$ cat src/rtl/bpu_upd_sched.sv
// Branch predictor update scheduler: in-order queue from two execute pipes onto one predictor write port.
// Optional same-cycle bypass of req0 into an empty queue is enabled by defining BPU_UPD_BYPASS_EN.
module bpu_upd_sched #(
   parameter int DEPTH = 4,
   parameter int CNT_W = 8
) (
   input  logic             clk,
   input  logic             reset,
   input  logic             req0_valid,
   input  logic [31:0]      req0_pc,
   input  logic [31:0]      req0_dest,
   input  logic [31:0]      req0_ret,
   input  logic [4:0]       req0_kind,
   input  logic             req0_taken,
   input  logic             req1_valid,
   input  logic [31:0]      req1_pc,
   input  logic [31:0]      req1_dest,
   input  logic [31:0]      req1_ret,
   input  logic [4:0]       req1_kind,
   input  logic             req1_taken,
   input  logic             flush_in,
   output logic             upd_valid,
   output logic [31:0]      upd_pc,
   output logic [31:0]      upd_dest,
   output logic [31:0]      upd_ret,
   output logic             upd_is_branch,
   output logic             upd_is_j,
   output logic             upd_is_jal,
   output logic             upd_is_jalr,
   output logic             upd_is_jr_ra,
   output logic             upd_taken,
   output logic             flush_ras,
   output logic             stall,
   output logic [CNT_W-1:0] drop_cnt
);

   localparam int AW = (DEPTH > 1) ? $clog2(DEPTH) : 1;
   localparam logic [AW:0] STALL_TH = (AW+1)'(DEPTH - 2);

   typedef enum logic {RUN, FLUSH} state_t;

   state_t           state_q, state_d;
   logic [AW-1:0]    head_q, tail_q;
   logic [AW:0]      count_q;
   logic [CNT_W-1:0] drop_q;

   logic [31:0]      pc_mem   [DEPTH];
   logic [31:0]      dest_mem [DEPTH];
   logic [31:0]      ret_mem  [DEPTH];
   logic [4:0]       kind_mem [DEPTH];
   logic             taken_mem[DEPTH];

   logic             v0, v1, deq, byp, acc0, acc1;
   logic [1:0]       n_enq, n_drop;
   logic [AW+1:0]    free_slots;
   logic [AW-1:0]    wr1_idx;
   logic [4:0]       sel_kind;

   function automatic logic [CNT_W-1:0] sat_add(input logic [CNT_W-1:0] a, input logic [1:0] b);
      logic [CNT_W:0] sum;
      sum = {1'b0, a} + {{(CNT_W-1){1'b0}}, b};
      return sum[CNT_W] ? {CNT_W{1'b1}} : sum[CNT_W-1:0];
   endfunction

   always_comb begin
      state_d   = state_q;
      flush_ras = (state_q == FLUSH);
      v0        = req0_valid && (req0_kind != 5'd0);
      v1        = req1_valid && (req1_kind != 5'd0);
      case (state_q)
         RUN:     if (flush_in) state_d = FLUSH;
         FLUSH:   state_d = flush_in ? FLUSH : RUN;
         default: state_d = RUN;
      endcase
      // the predictor always accepts, so presenting the head is dequeuing it
      deq = (state_q == RUN) && !flush_in && (count_q != '0);
`ifdef BPU_UPD_BYPASS_EN
      byp = (state_q == RUN) && !flush_in && (count_q == '0) && v0;
`else
      byp = 1'b0;
`endif
      free_slots = (AW+2)'(DEPTH) - (AW+2)'(count_q) + (AW+2)'(deq);
      acc0       = !flush_in && v0 && !byp && (free_slots >= (AW+2)'(1));
      acc1       = !flush_in && v1 && (free_slots >= (acc0 ? (AW+2)'(2) : (AW+2)'(1)));
      n_enq      = {1'b0, acc0} + {1'b0, acc1};
      n_drop     = flush_in ? 2'd0
                 : ({1'b0, v0 && !byp && !acc0} + {1'b0, v1 && !acc1});
      wr1_idx    = acc0 ? tail_q + AW'(1) : tail_q;
   end

   always_ff @(posedge clk or posedge reset) begin
      if (reset) begin
         state_q <= RUN;
         head_q  <= '0;
         tail_q  <= '0;
         count_q <= '0;
         drop_q  <= '0;
      end else begin
         state_q <= state_d;
         drop_q  <= sat_add(drop_q, n_drop);
         if (flush_in) begin
            head_q  <= '0;
            tail_q  <= '0;
            count_q <= '0;
         end else begin
            head_q  <= head_q + AW'(deq);
            tail_q  <= tail_q + AW'(n_enq);
            count_q <= count_q + (AW+1)'(n_enq) - (AW+1)'(deq);
         end
      end
   end

   always_ff @(posedge clk) begin
      if (acc0) begin
         pc_mem[tail_q]    <= req0_pc;
         dest_mem[tail_q]  <= req0_dest;
         ret_mem[tail_q]   <= req0_ret;
         kind_mem[tail_q]  <= req0_kind;
         taken_mem[tail_q] <= req0_taken;
      end
      if (acc1) begin
         pc_mem[wr1_idx]    <= req1_pc;
         dest_mem[wr1_idx]  <= req1_dest;
         ret_mem[wr1_idx]   <= req1_ret;
         kind_mem[wr1_idx]  <= req1_kind;
         taken_mem[wr1_idx] <= req1_taken;
      end
   end

   // output stage: fields are forced to zero whenever no update is presented
   always_comb begin
      upd_valid = deq || byp;
      upd_pc    = '0;
      upd_dest  = '0;
      upd_ret   = '0;
      upd_taken = 1'b0;
      sel_kind  = '0;
      if (byp) begin
         upd_pc    = req0_pc;
         upd_dest  = req0_dest;
         upd_ret   = req0_ret;
         upd_taken = req0_taken;
         sel_kind  = req0_kind;
      end else if (deq) begin
         upd_pc    = pc_mem[head_q];
         upd_dest  = dest_mem[head_q];
         upd_ret   = ret_mem[head_q];
         upd_taken = taken_mem[head_q];
         sel_kind  = kind_mem[head_q];
      end
   end

   assign upd_is_branch = sel_kind[0];
   assign upd_is_j      = sel_kind[1];
   assign upd_is_jal    = sel_kind[2];
   assign upd_is_jalr   = sel_kind[3];
   assign upd_is_jr_ra  = sel_kind[4];
   assign stall         = count_q > STALL_TH;
   assign drop_cnt      = drop_q;

endmodule

$ cat config.mk
export PLATFORM = sky130hd
export DESIGN_NAME = bpu_upd_sched
export DESIGN_NICKNAME = d
export VERILOG_FILES = /design/src/rtl/bpu_upd_sched.sv
export SDC_FILE = /design/constraint.sdc
export NUM_CORES = 1
export LEC_CHECK = 0
export CORE_UTILIZATION = 55
export DETAILED_ROUTE_END_ITERATION = 10
export PLACE_DENSITY = 0.92
export SYNTH_ARGS = -nofsm -noshare
export SYNTH_HDL_FRONTEND = slang
export SYNTH_SLANG_ARGS = --single-unit
$ cat constraint.sdc
create_clock -name clk -period 11.9 [get_ports clk]
set_input_delay 2.38 -clock clk [delete_from_list [all_inputs] [get_ports clk]]
set_output_delay 2.38 -clock clk [all_outputs]
set_load 0.03 [all_outputs]
# Word-level counts from Yosys, hierarchy flattened
# Memory sizes are Yosys's and may differ from the RTL's.
# Cells that the tools add are included.
[word_totals]
reg_bits = 16
ramBits = 408
inputBits = 209
out_inout_bits = 113
elab_cells = 57
n_memories = 5
[memory_table]
columns = ["name", "depth", "width", "rd", "rd_ports_with_merged_regs", "write_ports", "line", "rtl"]
rows = [
  ["dest_mem", 4, 32, 1, 0, 2, "48", "logic [31:0] dest_mem [DEPTH];"],
  ["pc_mem", 4, 32, 1, 0, 2, "47", "logic [31:0] pc_mem [DEPTH];"],
  ["ret_mem", 4, 32, 1, 0, 2, "49", "logic [31:0] ret_mem [DEPTH];"],
  ["kind_mem", 4, 5, 1, 0, 2, "50", "logic [4:0] kind_mem [DEPTH];"],
  ["taken_mem", 4, 1, 1, 0, 2, "51", "logic taken_mem[DEPTH];"],
]
[classes]
add_sub_neg = 10
n_lt_le_gt_ge = 3
muxes = 17
bitwise = 1
n_reduce_logical = 16
[ops]
columns = ["operator", "count"]
rows = [
  ["$mux 32", 3],
  ["$logic_and 1x1->1", 10],
  ["$mux 2", 5],
  ["$reduce_bool 5->1", 2],
  ["$add 8x2->9", 1],
  ["$mux 8", 1],
  ["$mux 1", 6],
  ["$mux 5", 1],
  ["$add 1x1->2", 2],
  ["$add 4x1->4", 1],
  ["$ge 4x1->1 const B", 1],
  ["$ge 4x2->1", 1],
  ["$sub 3x3->4 const A", 1],
  ["$add 3x2->3", 1],
  ["$gt 3x2->1 const B", 1],
  ["$logic_not 1->1", 3],
  ["$mux 3", 1],
  ["$reduce_bool 3->1", 1],
  ["$sub 3x1->3", 1],
  ["$add 2x1->2", 1],
  ["$add 2x1->2 const B", 1],
  ["$add 2x2->2", 1],
  ["$not 1->1", 1],
]

# Longest topological paths before layout
# Gate-level depths: netlist (run 1).
[logic_depth]
depth_word = 15
mapped_depth = 22
ltp_nobuf = 22

# Worst setup path after synthesis (run 1)
# No wires, ideal clock.
[synth_path]
kind = "input -> register"
startpoint = "input flush_in"
endpoint = "memory dest_mem[2][0], enable pin"
setup_time_ps = 598
arrival_time_ps = 9759
required_ps = 11302
slack_ps = 1543
path_stages = 13
path_buffers = 0
path_cell_list = "or3_1 ha_1 inv_1 ha_1 or2_1 a211o_1 nand2_1 ha_1 nand2b_1 a221oi_1 nor3_4 a31oi_1 o22ai_1"
[synth_lines]
columns = ["element", "line", "rtl"]
rows = [
  ["start, declared", "21", "input logic flush_in,"],
  ["end, declared", "48", ""],
]

# Worst setup path after layout (run 1)
[layout_path]
startpoint = "input flush_in"
endpoint = "output upd_dest[1]"
[layout_between]
elab_chain_cells = 4
[layout_lines]
columns = ["element", "line", "rtl"]
rows = [
  ["$logic_not 1->1", "76", "deq = (state_q == RUN) && !flush_in && (count_q != '0);"],
  ["$logic_and 1x1->1 (2 in a row)", "76", ""],
  ["$mux 32", "144", "end else if (deq) begin"],
  ["end, declared", "24", "output logic [31:0] upd_dest,"],
]
# No other way between the ends.

==> flow_summary.ini, run 1 <==
[setup_path]
crit_buf_inv = 4
path_cells = clkdlybuf4s50_1 -> or3_1 -> inv_2 -> buf_4 -> and2_1 -> clkdlybuf4s50_1
critical_path.slowest_cell = buf_4
r2r-end = dest_mem[0][7]$_DFFE_PP_
rr_startpoint = count_q[2]$_DFF_PP0_
cp.required_ns = 9.52
start_kind = primary input
endpoint = upd_dest[1]
crit_family = buffers and inverters
worst_r2r_path_depth = 16
path_depth = 6
worst-path-max-fanout = 80
crit_top_cell = clkdlybuf4s50_1
rrSetupSlack_ns = 6.01
setup.worst_path.class = in2out
cp.arrival_ns = 5.77
worstSetupStartpoint = flush_in
worstSetupEndpointType = primary output
max_stage_delay_ns = 0.70

[yosys]
yosysTopAreaCell = edfxtp_1
synth.top_cell.area_share_pct = 55.9
async_flop_share_pct = 3.77
synth_area_sq_um = 21900
synth-seq-cells = 424
avgSynthCellArea_sq_um = 17.8
synth_edf_count = 408
synth_area_leaders = edfxtp_1 (56%), mux4_2 (10%), mux2_1 (9.3%)
seq_area_frac_synth_pct = 57.7
yosys_warnings = 0
synth_cells = 1234
synth_nets = 1462
synth_most_common_cell = edfxtp_1
ys.flop_type = edfxtp_1
synthTopCellsByCount = edfxtp_1 (408), mux2_1 (182), mux2_2 (147)
synthDistinctLibCells = 47

[timing]
setup_viol = 0
holdWs_ns = 0.597
rsz0062_at_grt = false
fin_tns_setup_ns = 0
drv_slew = 0
fin_crit_sh_pct = 68.5
worst_slew_pin_slew_ns = 1.13
hold_viol = 0
fin_crit_ns = 8.15
max_freq_mhz = 123
worst_slack_ns = 3.75
skew_ns = 0.0229
relSlewSlack_pct = 24.5

[power_and_ir_drop]
total_power_mw = 4.94
vdd_drop_max_uv = 183
power_density_nw_per_um2 = 184
leakage_nw = 9.27

[route]
drc = 0
wl_per_cell_um = 24.7
drtIter0Drc = 734
detail-route-antenna-nets = 0
vias = 12500
drt-pass1-iter-count = 5
routed_wirelength_mm = 51.9
viasPerCell = 5.97

[cts]
max-clock-path-buffers = 3
hold_buffers = 0
cts_tree = built
clk_pin_slew_ns = 0.06
cts_resized = 0
clkLatencyLatePin_ns = 0.58
cts_setup_buffers = 0
root_buffer = clkbuf_16
numCtsBuffers = 45
htree_levels = 2
clock_sinks = 424

[placed_design]
port_buffers = 321
pre_cts_slack_ns = 3.27
placed_cell_area_sq_um = 25400
dp_cells = 2015
dp_hpwl_mm = 31.0
gp_congestion = 0.819

[cells_and_area]
drive_above_1_share_pct = 26.7
fin_util_pct = 68.8
nNetsFinal = 1772
area_growth_pct = 22.5
fin_area_sq_um = 26800
stdcell_count = 2101

[floorplan]
start_util_pct = 56.2
fp.dieW_um = 202
ios = 322
core_area_sq_um = 39000
die-area_sq_um = 40700
rows = 72
die_h_um = 202

[flow_run]
drv_cap = 0

[global_routing]
antenna_found_initial = 4
grt_first_pass_wirelength_mm = 79.8
grt_usage_pct = 26.1
grt_max_degree = 81
grt_pass1_vias = 13600
grt_remaining_overflow = 0

[min_path]
min_path_type = reg2reg

[run_status]
status = completed
==> cell families (layout without fill, tap and decap cells) <==
family	count (synthesis)	count (layout)	synth area share, %
muxes	511	511	32.9
DFF	424	424	57.7
and+or+nand+nor	149	149	4.10
buffers and inverters	94	440	2.88
AOI/OAI and AO/OA	29	29	0.965
adders and majority gates	19	19	1.15
xor gates and xnor gates	8	8	0.320
other	0	3	0
==> report_power, final <==
group          total, mW  switching, mW  leakage (nW)  internal (mW)
combinational       1.50          0.811          4.67          0.689
clock               1.34          0.562         0.675          0.779
sequential          2.10         0.0907          3.93           2.01
total               4.94           1.46          9.27           3.48
==> placed cells by master, fill, tap and decap left out, types with 14 or more instances in the layout <==
| master | n |
|---|---|
| mux4_2 | 102 |
| and2_1 | 102 |
| inv_1 | 15 |
| clkbuf_1 | 17 |
| clkdlybuf4s50_1 | 321 |
| clkbuf_16 | 47 |
| ha_1 | 17 |
| edfxtp_1 | 408 |
| mux2_1 | 182 |
| buf_4 | 20 |
| mux2_4 | 80 |
| dfrtp_1 | 14 |
| mux2_2 | 147 |
==> state kept, by name, indices dropped and copies added, names as in the netlist <==
register / flops
dest_mem: 128
pc_mem: 128
ret_mem: 128
kind_mem: 20
drop_cnt: 8
taken_mem: 4
count_q: 3
head_q: 2
tail_q: 2
flush_ras: 1
==> cell type report <==
| cell class | instances | area, sq um |
|---|---|---|
| diodes | 3 | 7.51 |
| clock buffers | 66 | 1270 |
| clock inverters | 17 | 125 |
| fillers | 2477 | 12200 |
| inverters | 16 | 60.1 |
| multi-input cells | 716 | 8710 |
| flip-flops and latches | 424 | 12700 |
| well taps | 518 | 648 |
| repair buffers | 341 | 3360 |
==> how the worst min path moves through the flow <==
stage	startpoint	to	slack [ns]	cells past startpoint
2_1_floorplan	count_q[2]$_DFF_PP0_	count_q[2]$_DFF_PP0_	0.56	2
3_3_place_gp	drop_cnt[4]$_DFF_PP0_	drop_cnt[4]$_DFF_PP0_	0.56	2
3_5_place_dp	drop_cnt[2]$_DFF_PP0_	drop_cnt[2]$_DFF_PP0_	0.58	2
4_1_cts	drop_cnt[2]$_DFF_PP0_	drop_cnt[2]$_DFF_PP0_	0.59	2
5_1_grt	drop_cnt[2]$_DFF_PP0_	drop_cnt[2]$_DFF_PP0_	0.62	2
6_report	drop_cnt[3]$_DFF_PP0_	drop_cnt[3]$_DFF_PP0_	0.60	2
==> worst min-delay path, delay by kind of cell, from the launching register on <==
kind / cells / cell delay, ns
XOR/XNOR: 1 / 0.09
AND/OR/NAND/NOR: 1 / 0.05
flip-flops: 1 / 0.42
==> layer usage <==
| layer | wire (um) | share of wire, % | GRT usage (%) | vias up |
|---|---|---|---|---|
| met4 | 1320 | 2.5 | 10.3 | 2 |
| met1 | 19600 | 38 | 31.6 | 6435 |
| met2 | 27200 | 52 | 45.9 | 502 |
| met3 | 3750 | 7.2 | 4.81 | 75 |
| met5 | 17 | 0.033 | 0 | - |
| li1 | - | - | - | 5526 |
No activity file was read; power rests on OpenSTA's default activity.
==> inputs of run 2 (changes only) <==
--- a/config.mk
+++ b/config.mk
@@ -5,9 +5,9 @@
 export SDC_FILE = /design/constraint.sdc
 export NUM_CORES = 1
 export LEC_CHECK = 0
-export CORE_UTILIZATION = 55
+export CORE_UTILIZATION = 50
 export DETAILED_ROUTE_END_ITERATION = 10
-export PLACE_DENSITY = 0.92
+export PLACE_DENSITY = 0.88
 export SYNTH_ARGS = -nofsm -noshare
 export SYNTH_HDL_FRONTEND = slang
 export SYNTH_SLANG_ARGS = --single-unit
==> constraint.sdc (replaced) <==
create_clock -name clk -period 7.3 [get_ports clk]
set_input_delay 1.46 -clock clk [delete_from_list [all_inputs] [get_ports clk]]
set_output_delay 1.46 -clock clk [all_outputs]
set_load 0.03 [all_outputs]
==> flow_summary.ini, run 2 (synthesized netlist as in run 1, its figures left out) <==
[cts]
cts_resized = 0
clock_sinks = 424
clkLatencyLatePin_ns = 0.57
clk_pin_slew_ns = 0.06
htree_levels = 2
cts_tree = built
cts_setup_buffers = 0
numCtsBuffers = 46
root_buffer = clkbuf_16
max-clock-path-buffers = 3
hold_buffers = 0

[setup_path]
cp.arrival_ns = 6.92
start_kind = primary input
worstSetupEndpointType = flop
setup.worst_path.class = in2reg
critical_path.slowest_cell = nor3_4
path_cells = clkdlybuf4s50_1 -> or3_1 -> ha_1 -> inv_1 -> ha_1 -> or2_1 -> a211o_1 -> nand2_1 -> ha_1 -> nand2b_1 -> a221oi_1 -> nor3_4 -> nor2_1 -> ha_1 -> nor2b_1 -> ha_1 -> inv_1 -> fa_1 -> nor2_1 -> nand4_1 -> o21ai_0
worst-path-max-fanout = 10
crit_top_cell = ha_1
path_depth = 21
rr_startpoint = count_q[2]$_DFF_PP0_
crit_buf_inv = 3
worst_r2r_path_depth = 21
cp.required_ns = 7.77
worstSetupStartpoint = flush_in
crit_family = simple AND/OR/NAND/NOR gates
max_stage_delay_ns = 0.58

[run_status]
status = completed

[timing]
drv_slew = 0
holdWs_ns = 0.590
worst_slew_pin_slew_ns = 0.995
rsz0062_at_grt = false
setup_viol = 0
relSlewSlack_pct = 33.4
fin_crit_sh_pct = 88.4
max_freq_mhz = 155
hold_viol = 0
fin_crit_ns = 6.45
skew_ns = 0.0168

[global_routing]
grt_usage_pct = 23.0
busiest_layer = met2
grt_pass1_vias = 13600
antenna_found_initial = 0
grtUsageMet1_pct = 27.5
grt_first_pass_wirelength_mm = 77.8
grt_remaining_overflow = 0
use_met2_pct = 40.9
gr-usage-met3_pct = 5.61
grt_max_degree = 103

[power_and_ir_drop]
power.switching_mw = 2.40
p_clk_share_pct = 26.8
power_density_nw_per_um2 = 297
sequentialPowerShare_pct = 42.4
intPower_mw = 5.66
vdd_drop_max_uv = 270
combPwrFrac_pct = 30.8
p_sw_share_pct = 29.8
total_power_mw = 8.05
leakage_nw = 9.35

[route]
routed_wirelength_mm = 51.2
drc = 0
drtIter0Drc = 654
drt-pass1-iter-count = 4
detail-route-antenna-nets = 0
vias = 12400
viasPerCell = 5.71
wl_per_cell_um = 23.6

[min_path]
min_path_type = reg2reg
holdCritStartpoint = drop_cnt[3]$_DFF_PP0_
hold_depth = 2

[floorplan]
start_util_pct = 50.8
core_area_sq_um = 43200
fp.dieW_um = 211
ios = 322
die_h_um = 211
die-area_sq_um = 44700
rows = 76

[flow_run]
drv_cap = 0

[cells_and_area]
fin_util_pct = 62.8
antennaDiodeCount = 0
reg_top3 = dest_mem x128, pc_mem x128, ret_mem x128
nNetsFinal = 1776
fin_area_sq_um = 27100
drive_above_1_share_pct = 27.6
final_cell_mix = edfxtp_1 (408), clkdlybuf4s50_1 (321), mux2_1 (182)
area_growth_pct = 23.8
final_common_cell = edfxtp_1

[placed_design]
dp_hpwl_mm = 30.8
gp_congestion = 0.848
port_buffers = 321
placed_cell_area_sq_um = 25700
## run 2: changes by cell type in the layout (fill, tap and decap cells not counted), sizes merged
cell	change
buf	+3
bufinv	-2
clkbuf	-4
clkinv	+4
clkinvlp	+3
diode	-3
inv	+1
## run 2: worst paths after layout
kind                       slack, ns               endpoint
max                             0.85  drop_cnt[4]$_DFF_PP0_
min                             0.59  drop_cnt[3]$_DFF_PP0_
max reg2reg                     1.76  drop_cnt[4]$_DFF_PP0_
min reg2reg                     0.59  drop_cnt[3]$_DFF_PP0_
max in group asynchronous       5.53    head_q[0]$_DFF_PP0_
min in group asynchronous       1.28  drop_cnt[3]$_DFF_PP0_
## run 2: layout make-up
type / count / area, sq um
well taps: 585 / 732
multi-input cells: 716 / 8710
fillers: 3076 / 16000
clock buffers: 62 / 1260
clock inverters: 23 / 125
repair buffers: 344 / 3570
flip-flops and latches: 424 / 12700
inverters: 16 / 60.1
## run 2: per-layer routing
metal / wire length [um] / vias up
li1: - / 5542
met1: 20000 / 6416
met4: 1110 / 0
met5: 0 / -
met3: 3460 / 82
met2: 26600 / 346
## run 2: power groups by stage
stage | sequential [mW] | combinational, mW | clock, mW
global route | 3.46 | 2.64 | 2.28
CTS | 3.42 | 2.51 | 2.20
finish | 3.42 | 2.48 | 2.16
detailed placement | 3.47 | 2.49 | 0
floorplan | 3.54 | 1.63 | 0
global placement | 3.44 | 2.44 | 0
## run 2: worst register-to-register path: stages, from the launching register on
cell,delay [ns]
dfrtp_1,0.43
nor3_1,0.09
or3_1,0.35
ha_1,0.25
inv_1,0.08
ha_1,0.17
or2_1,0.16
a211o_1,0.31
nand2_1,0.37
ha_1,0.41
nand2b_1,0.10
a221oi_1,0.11
nor3_4,0.59
nor2_1,0.12
ha_1,0.31
nor2b_1,0.15
ha_1,0.19
inv_1,0.07
fa_1,0.48
nor2_1,0.27
nand4_1,0.28
o21ai_0,0.18
## run 2: per-stage QoR
stage | cells | setup slack, ns | TNS [ns]
3_5_place_dp | 2085 | 0.429 | 0
6_report | 2170 | 0.848 | 0
2_1_floorplan | 1234 | -2.14 | -852.42
4_1_cts | 2170 | 0.959 | 0
3_3_place_gp | 2085 | 0.738 | 0
5_1_grt | 2170 | 0.521 | 0
